`src/rtl/mux_nto1_scan.sv`:
```
// N:1 registered mux: MANUAL (external sel) or SCAN (round-robin pointer with dwell count); valid/ready output.
// Optional feature macro MUX_PARITY_EN adds out_par (even parity of the captured sample).
module mux_nto1_scan #(
  parameter int WIDTH = 8,
  parameter int CH    = 4,
  parameter int SELW  = 2,
  parameter int DWELL = 4
) (
  input  logic                  clk,
  input  logic                  rst_n,
  input  logic [CH*WIDTH-1:0]   in,
  input  logic [SELW-1:0]       sel,
  input  logic                  mode,
  input  logic                  en,
  output logic [WIDTH-1:0]      out,
  output logic                  out_valid,
  input  logic                  out_ready,
  output logic [SELW-1:0]       cur_sel,
`ifdef MUX_PARITY_EN
  output logic                  out_par,
`endif
  output logic                  sel_err
);

  localparam int DCW = (DWELL > 1) ? $clog2(DWELL) : 1;
  localparam logic [SELW:0]   CH_W       = (SELW+1)'(CH);
  localparam logic [SELW-1:0] LAST_CH    = SELW'(CH - 1);
  localparam logic [DCW-1:0]  LAST_DWELL = DCW'(DWELL - 1);

  typedef enum logic {ST_MANUAL = 1'b0, ST_SCAN = 1'b1} state_t;

  state_t            state_q, state_d;
  logic [SELW-1:0]   ptr_q, ptr_d;
  logic [DCW-1:0]    dwell_q, dwell_d;
  logic [WIDTH-1:0]  out_q, out_d;
  logic              valid_q, valid_d;
  logic [SELW-1:0]   cur_q, cur_d;
  logic              err_q, err_d;
  logic              load;
  logic [SELW-1:0]   chan;
  logic [WIDTH-1:0]  mux_dat;

  // The load always uses the registered state, so a mode change lands one cycle later.
  always_comb begin
    state_d = mode ? ST_SCAN : ST_MANUAL;
    ptr_d   = ptr_q;
    dwell_d = dwell_q;
    out_d   = out_q;
    valid_d = valid_q;
    cur_d   = cur_q;
    err_d   = err_q;
    load    = en && (!valid_q || out_ready);
    chan    = (state_q == ST_SCAN) ? ptr_q : sel;
    mux_dat = '0;
    for (int k = 0; k < CH; k++) begin
      if (chan == SELW'(k)) mux_dat = in[k*WIDTH +: WIDTH];
    end

    if (load) begin
      out_d   = mux_dat;
      valid_d = 1'b1;
      cur_d   = chan;
      err_d   = ({1'b0, chan} >= CH_W);
      if (state_q == ST_SCAN) begin
        if (dwell_q == LAST_DWELL) begin
          dwell_d = '0;
          ptr_d   = (ptr_q == LAST_CH) ? '0 : ptr_q + 1'b1;
        end else begin
          dwell_d = dwell_q + 1'b1;
        end
      end
    end else if (!en && out_ready && valid_q) begin
      valid_d = 1'b0;
    end

    if (state_q == ST_MANUAL && mode) begin
      ptr_d   = '0;
      dwell_d = '0;
    end
  end

  always_ff @(posedge clk or negedge rst_n) begin
    if (!rst_n) begin
      state_q <= ST_MANUAL;
      ptr_q   <= '0;
      dwell_q <= '0;
      out_q   <= '0;
      valid_q <= 1'b0;
      cur_q   <= '0;
      err_q   <= 1'b0;
    end else begin
      state_q <= state_d;
      ptr_q   <= ptr_d;
      dwell_q <= dwell_d;
      out_q   <= out_d;
      valid_q <= valid_d;
      cur_q   <= cur_d;
      err_q   <= err_d;
    end
  end

`ifdef MUX_PARITY_EN
  logic par_q, par_d;

  always_comb begin
    par_d = par_q;
    if (load) par_d = ^mux_dat;
  end

  always_ff @(posedge clk or negedge rst_n) begin
    if (!rst_n) par_q <= 1'b0;
    else        par_q <= par_d;
  end

  assign out_par = par_q;
`endif

  assign out       = out_q;
  assign out_valid = valid_q;
  assign cur_sel   = cur_q;
  assign sel_err   = err_q;

endmodule

```
`config.mk`:
```
export PLATFORM = sky130hd
export DESIGN_NAME = mux_nto1_scan
export DESIGN_NICKNAME = d
export VERILOG_FILES = /design/src/rtl/mux_nto1_scan.sv
export SDC_FILE = /design/constraint.sdc
export NUM_CORES = 1
export LEC_CHECK = 0
export BUFFER_PORTS_ARGS = -buffer_cell sky130_fd_sc_hd__clkbuf_2
export CAP_MARGIN = 20
export CORE_MARGIN = 2
export CORE_UTILIZATION = 49
export CTS_CLUSTER_DIAMETER = 60
export CTS_CLUSTER_SIZE = 14
export DETAILED_ROUTE_END_ITERATION = 8
export GPL_TIMING_DRIVEN = 0
export PLACE_DENSITY = 0.82
export SLEW_MARGIN = 20
export SYNTH_ARGS = -nofsm -noshare
export SYNTH_HDL_FRONTEND = slang
export SYNTH_SLANG_ARGS = --single-unit
```
`constraint.sdc`:
```
create_clock -name clk -period 3 [get_ports clk]
set_input_delay 0.6 -clock clk [delete_from_list [all_inputs] [get_ports clk]]
set_output_delay 0.6 -clock clk [all_outputs]
set_load 0.1 [all_outputs]
```
==> results of run 1 <==
## power groups by stage
stage | sequential, mW | combinational, mW | clock, mW
finish | 0.263 | 0.346 | 0.150
global route | 0.267 | 0.365 | 0.160
CTS | 0.263 | 0.348 | 0.152
detailed placement | 0.268 | 0.347 | 0
global placement | 0.266 | 0.342 | 0
floorplan | 0.433 | 0.103 | 0
## cell usage in the layout (no fill, tap or decap), drive strengths merged
cell type   n
nand2b      2
nand2       3
or2b        1
and3b       1
dfrtp      16
a21boi      1
o31ai       1
a21oi       2
or2         1
a22o        3
nand4       7
ha          2
nor2b       1
a31oi       1
inv         1
mux2i      15
buf         9
conb        1
o21ai      15
and2        2
clkbuf     56
and3        1
o22ai       3
nand3       1
o22a        7
nor3        1
o221a       7
mux2        3
nor2        5
o21a        2
o211ai      1
## stage by stage
stage | utilization | hold slack (ps) | cell area (sq um) | setup slack [ps]
final | 0.665 | 198 | 1510 | 1220
after global routing | 0.665 | 224 | 1510 | 1170
after CTS | 0.665 | 210 | 1510 | 1210
after detailed placement | 0.649 | 519 | 1480 | 1260
after global placement | 0.649 | 510 | 1480 | 1280
after floorplan | - | 304 | 1200 | 1020
## area by class of cell
cell class,count,area [sq um]
well taps,28,35.0
clock buffers,4,36.3
plain buffers,13,81.3
inverters,1,3.75
repair buffers,48,240
multi-input cells,90,717
flip-flops and latches,16,400
fillers,186,762
## sequential cells by signal, indices dropped and copies added (netlist names)
| register | cells |
|---|---|
| ptr_q | 2 |
| state_q | 1 |
| dwell_q | 2 |
| out_valid | 1 |
| cur_sel | 2 |
| out | 8 |
## path summary, 6_finish.rpt
path	startpoint	end	cells past startpoint
worst max-delay path	out_valid$_DFFE_PN0P_	out_valid	1
worst min-delay path	rst_n	ptr_q[0]$_DFFE_PN0P_	1
worst max register to register	state_q$_DFF_PN0_	out[6]$_DFFE_PN0P_	6
worst min register to register	dwell_q[1]$_DFFE_PN0P_	dwell_q[1]$_DFFE_PN0P_	1
max in group asynchronous	rst_n	out[6]$_DFFE_PN0P_	1
min in group clk	mode	state_q$_DFF_PN0_	1
## routing by layer
layer,vias up,track usage
li1,564,-
met1,554,0.294
met2,48,0.434
met3,5,0.0444
met4,0,0.0641
met5,-,0
## cell families (layout without fill, tap and decap cells)
| group | Yosys count | in the layout | synth area share |
|---|---|---|---|
| buffers and inverters | 14 | 66 | 0.0707 |
| AND/OR/NAND/NOR | 26 | 26 | 0.132 |
| AO/OA/AOI/OAI | 43 | 43 | 0.284 |
| adder cells (fa/ha/maj) | 2 | 2 | 0.0208 |
| flip-flops | 16 | 16 | 0.333 |
| other | 1 | 1 | 0.00312 |
| multiplexers | 18 | 18 | 0.156 |
==> results.md, run 1 <==
- Status: finished clean
- Number of synthesized flops with an enable pin: 0
- Cell Rows: 17
- Clock share of power: 0.198
- Final Power: 0.760 mW
- Required time worst endpoint: 2400 ps
- Die Area: 0.00287 sq mm
- Post-CTS Setup Bufs: 0
- Setup TNS: 0 ps
- Detailed-route wire length per cell: 15.1 um
- Crit. End Element: output pin
- Mapped Area: 0.00120 sq mm
- Ratio of cells with drive above 1 in the final layout: 0.395
- Largest net degree at the start of global routing: 17
- Slowest-stage cell, CP: clkbuf_2
- Die X-Extent: 53.5 um
- Max layer used: met4
- Max VDD drop: 0.429 mV
- Final Hold Viols: 0
- Synthesized flop and latch total: 16
- Critical path peak fanout: 2
- Final Cycle Share: 0.592
- Bufs and invs on worst path: 1
- Power Internal: 0.412 mW
- RSZ-0062 raised after global routing: false
- Vias in the first global route: 1120
- DR pass1 iterations: 4
- Htree depth: 1
- Syn Area/Cell: 10.0 sq um
- Core Region: 0.00228 sq mm
- HPWL after DPL: 2400 um
- CP Launch Type: flop
- Hold Buf Count CTS: 0
- NetSw: 0.347 mW
- Grt total ovfl: 0
- Ant. Diodes: 0
- Metal1 wirelength: 1260 um
- Number of port buffers: 48
- Area leader, netlist: dfrtp_1
- Worst slew margin: 0.639
- Clock Tree Buf Depth: 2
- Leak: 0.703 nW
- Top-area cell type share of the netlist area: 0.333
- Crit path cell chain: clkbuf_2
- CTS resizes: 0
- CTS Buf Count: 3
- Clock root buffer: clkbuf_4
- Synth area leaders: dfrtp_1 33%, mux2i_1 12%, o221a_1 6.6%
- Synthesized net count: 161
- Final min period: 1780 ps
- Fmax: 0.563 GHz
- Commonest cells post-synth: 16 x dfrtp_1, 15 x mux2i_1, 15 x o21ai_0
- Asr flop ratio synth: 1.00
- CTS tree: yes
- Worst reg2reg setup slack: 1490 ps
- GRT Total Usage: 0.241
- WL met3: 171 um
- Count of unique library cells instantiated by Yosys: 38
- Non-filler instance count after layout: 200
- Top delay family on crit path: buffers and inverters
- Via-to-Cell Ratio: 5.86
- Chip Height: 53.5 um
- Drc violations: 0
- Starting Density: 0.528
- NumNets Final: 214
- Count leader, synth: dfrtp_1
- YS warnings: 0
- Setup CP Type: reg -> out
- Final Max Tran Viols: 0
- CTS sink cnt: 16
- Endpoints failing setup: 0
- DR vias: 1171
- Seq pwr share: 0.346
- Clock Latency Late Sink: 300 ps
- Hold WC Path Type: in -> async
- Max-cap violation count: 0
- Routed wire length: 3020 um
- Critical Path Max Stage Delay: 470 ps
- 1st-iter DRT viols: 28
- Clock slew at reported path FFs: 100 ps
- Placed Instances: 196
- Met2 Routed Length: 1550 um
- Synth Instances: 120
- Post-synthesis sequential area ratio: 0.333
- Synth Flop Type: dfrtp_1
- Pwr dens: 502 mW/mm^2
- Antenna viol nets, final: 0
- Area growth from synthesis to layout: 25.9%
- Switching Share: 0.457
- Logic pwr share: 0.456
- Least-Margin Pin Slew: 544 ps
- Skew final: 10.2 ps
- First-pass GRT wire length: 4930 um
- Initial antenna violation count: 0
- Arr. time, crit path: 1180 ps
- Ports: 51
- RD Place Congestion: 0.774
No activity file was read; power rests on OpenSTA's default activity.
==> run 2: changes to the inputs <==
- ABC_AREA: default -> 1
- CORE_UTILIZATION: 49 -> 42
- PLACE_DENSITY: 0.82 -> 0.76
- clock period: 3 -> 1.6 ns (I/O delays scaled with it)
==> run 2 against run 1 <==
- wire length decreased by 11%
- die area increased by 7.6%
- synthesized cell count grew 28%
- register-to-register slack got worse by 1200 ps
- synthesized area decreased by 7.3%
- worst hold slack got worse by 48 ps
- total power grew to 2.8 times the previous value
- first-iteration DRC count unchanged
- final area shrank 4.5%
- sequential share of layout area grew 1.3 points
- clock skew increased by 1.1 ps
- count of clock-buffer cells in the layout unchanged
- critical endpoint is now cur_sel[1]
==> results.md, run 2 <==
- Fin worst setup slack: 143 ps
- Synth Flop Type: dfrtp_1
- Synthesized flop and latch total: 16
- Syn Area/Cell: 7.24 sq um
- Required time worst endpoint: 1280 ps
- Largest net degree at the start of global routing: 17
- Max VDD drop: 0.974 mV
- First-pass GRT wire length: 4530 um
- Via-to-Cell Ratio: 4.78
- RD Place Congestion: 0.816
- Largest family of logic cells by synthesized area: simple AND/OR/NAND/NOR gates
- Die Area: 0.00308 sq mm
- Drc violations: 0
- Post-CTS Setup Bufs: 0
- Mux cell area share after synthesis: 0
- YS warnings: 0
- Area growth from synthesis to layout: 29.6%
- HPWL after DPL: 2110 um
- Count of unique library cells instantiated by Yosys: 18
- Crit path cell chain: clkbuf_2
- Count leader, synth: nand2_1
- Synth Instances: 154
- Ports: 51
- CTS sink cnt: 16
- Most common cell after layout, fill and taps aside: nand2_1
- Most frequent cells in the layout: 53 x nand2_1, 49 x clkbuf_2, 26 x nand3_1
- RSZ-0062 raised after global routing: false
- Arr. time, crit path: 1140 ps
- Setup CP Type: reg -> out
- Number of port buffers: 49
- Skew final: 11.3 ps
- Hold WC Path Type: in -> reg
- Htree depth: 1
- Clock slew at reported path FFs: 100 ps
- Leak: 0.812 nW
- Mapped Area: 0.00111 sq mm
- Ant. Diodes: 0
- Fmax: 0.686 GHz
- GRT Total Usage: 0.184
- Critical path peak fanout: 2
- Top-area cell type share of the netlist area: 0.359
- Slowest-stage cell, CP: clkbuf_2
- Setup TNS: 0 ps
- Initial antenna violation count: 0
- Crit. End Element: output pin
- Clock Latency Late Sink: 290 ps
- Clock root buffer: clkbuf_4
- Die X-Extent: 55.5 um
- Status: finished clean
- Number of synthesized flops with an enable pin: 0
- Chip Height: 55.5 um
- Clock Tree Buf Depth: 2
- Pwr dens: 1490 mW/mm^2
- Vias in the first global route: 1072
- Final Cycle Share: 0.911
- DR vias: 1138
- Cell Rows: 18
- Asr flop ratio synth: 1.00
- Xor and xnor area share after synthesis: 0
- Detailed-route wire length per cell: 11.2 um
- Dpl ws: 251 ps
- Final min period: 1460 ps
- Area leader, netlist: dfrtp_1
- CTS tree: yes
- CP Launch Type: flop
- DR pass1 iterations: 4
- Final Hold Viols: 0
- Complex-gate fraction of the synthesized area: 0.0920
- Core Region: 0.00250 sq mm
- Post-synthesis sequential area ratio: 0.359
- Grt total ovfl: 0
- Starting Density: 0.446
- Critical Path Max Stage Delay: 460 ps
- Worst reg-to-reg path cell count: 6
- Least-Margin Pin Slew: 543 ps
- Final Max Tran Viols: 0
- Worst slew margin: 0.640
- Fill cells: 244
- Commonest cells post-synth: 53 x nand2_1, 26 x nand3_1, 16 x dfrtp_1
- Top delay family on crit path: buffers and inverters
- Routed wire length: 2680 um
- NumNets Final: 250
- Post-synthesis adder-cell area fraction: 0.0224
- Critical path depth in cells: 1
- Simple-gate share of the synthesized area: 0.386
- Antenna viol nets, final: 0
- Ratio of cells with drive above 1 in the final layout: 0.380
- CTS Buf Count: 3
- Synthesized net count: 195
- Max-cap violation count: 0
- Largest register FFs: 8
- Bufs and invs on worst path: 1
- Endpoints failing setup: 0
- 1st-iter DRT viols: 28
- Worst hold path cell count: 1
- Synth area leaders: dfrtp_1 36%, nand2_1 18%, nand3_1 12%
==> run 2: changes by cell type after synthesis, sizes merged, moves of 4 or more <==
cell	delta
clkbuf	-4
nand2	+56
clkinv	+8
inv	+9
mux2i	-15
nor2	-4
o221a	-7
nand3	+25
o22a	-7
nand3b	+8
nand4	-7
==> run 2: where the power goes <==
group	internal [mW]	leakage, nW	switching (mW)	total, mW
Clock	0.139	0.0210	0.134	0.273
Sequential	0.525	0.198	0.0823	0.607
Combinational	0.326	0.593	0.952	1.28
Total	0.989	0.812	1.17	2.16
==> run 2: layer usage <==
| metal | part of all wire | routed length (um) | track usage |
|---|---|---|---|
| met2 | 0.45 | 1210 | 0.291 |
| met4 | 0 | 0 | 0.0383 |
| met3 | 0.087 | 234 | 0.0703 |
| met1 | 0.46 | 1230 | 0.241 |
| met5 | 0 | 0 | 0 |
==> run 2: final timing paths <==
kind | start | end | slack, ps
max | cur_sel[1]$_DFFE_PN0P_ | cur_sel[1] | 140
min | mode | state_q$_DFF_PN0_ | 150
max reg2reg | out_valid$_DFFE_PN0P_ | out[2]$_DFFE_PN0P_ | 260
min reg2reg | out[3]$_DFFE_PN0P_ | out[3]$_DFFE_PN0P_ | 490
max in group asynchronous | rst_n | out_valid$_DFFE_PN0P_ | 790
min in group asynchronous | rst_n | out[7]$_DFFE_PN0P_ | 480
==> run 2: cell type report <==
cell class | count | area, sq um | area share
buffer | 9 | 85.1 | 0.0589
tap | 30 | 37.5 | 0.0260
clock buffer | 4 | 36.3 | 0.0251
timing repair buffer | 50 | 255 | 0.177
multi-input combinational | 111 | 562 | 0.389
inverter | 18 | 67.6 | 0.0468
sequential | 16 | 402 | 0.278
==> run 2: cell families (layout without fill, tap and decap cells) <==
group / after synthesis / count (layout)
adder cells (fa/ha/maj): 2 / 2
flip-flops: 16 / 16
buffers and inverters: 27 / 81
AND/OR/NAND/NOR: 94 / 94
AO/OA/AOI/OAI: 14 / 14
other: 1 / 1
==> run 2: per-stage QoR <==
step / hold slack, ps / cells / cell area, sq um / total power [mW] / util
finish: 150 / 238 / 1450 / 2.16 / 0.578
global route: 129 / 238 / 1450 / 2.29 / 0.578
CTS: 140 / 238 / 1450 / 2.17 / 0.578
detailed placement: 276 / 233 / 1400 / 1.90 / 0.560
global placement: 274 / 233 / 1400 / 1.88 / 0.560
floorplan: 24.4 / 154 / 1120 / 1.65 / -
==> run 2: repair_timing <==
item | CTS | global route
setup endpoints to repair | 0 | 0
hold buffers | 1 | 0
endpoints found under the hold margin | 16 | 0
resized for setup | 0 | 0
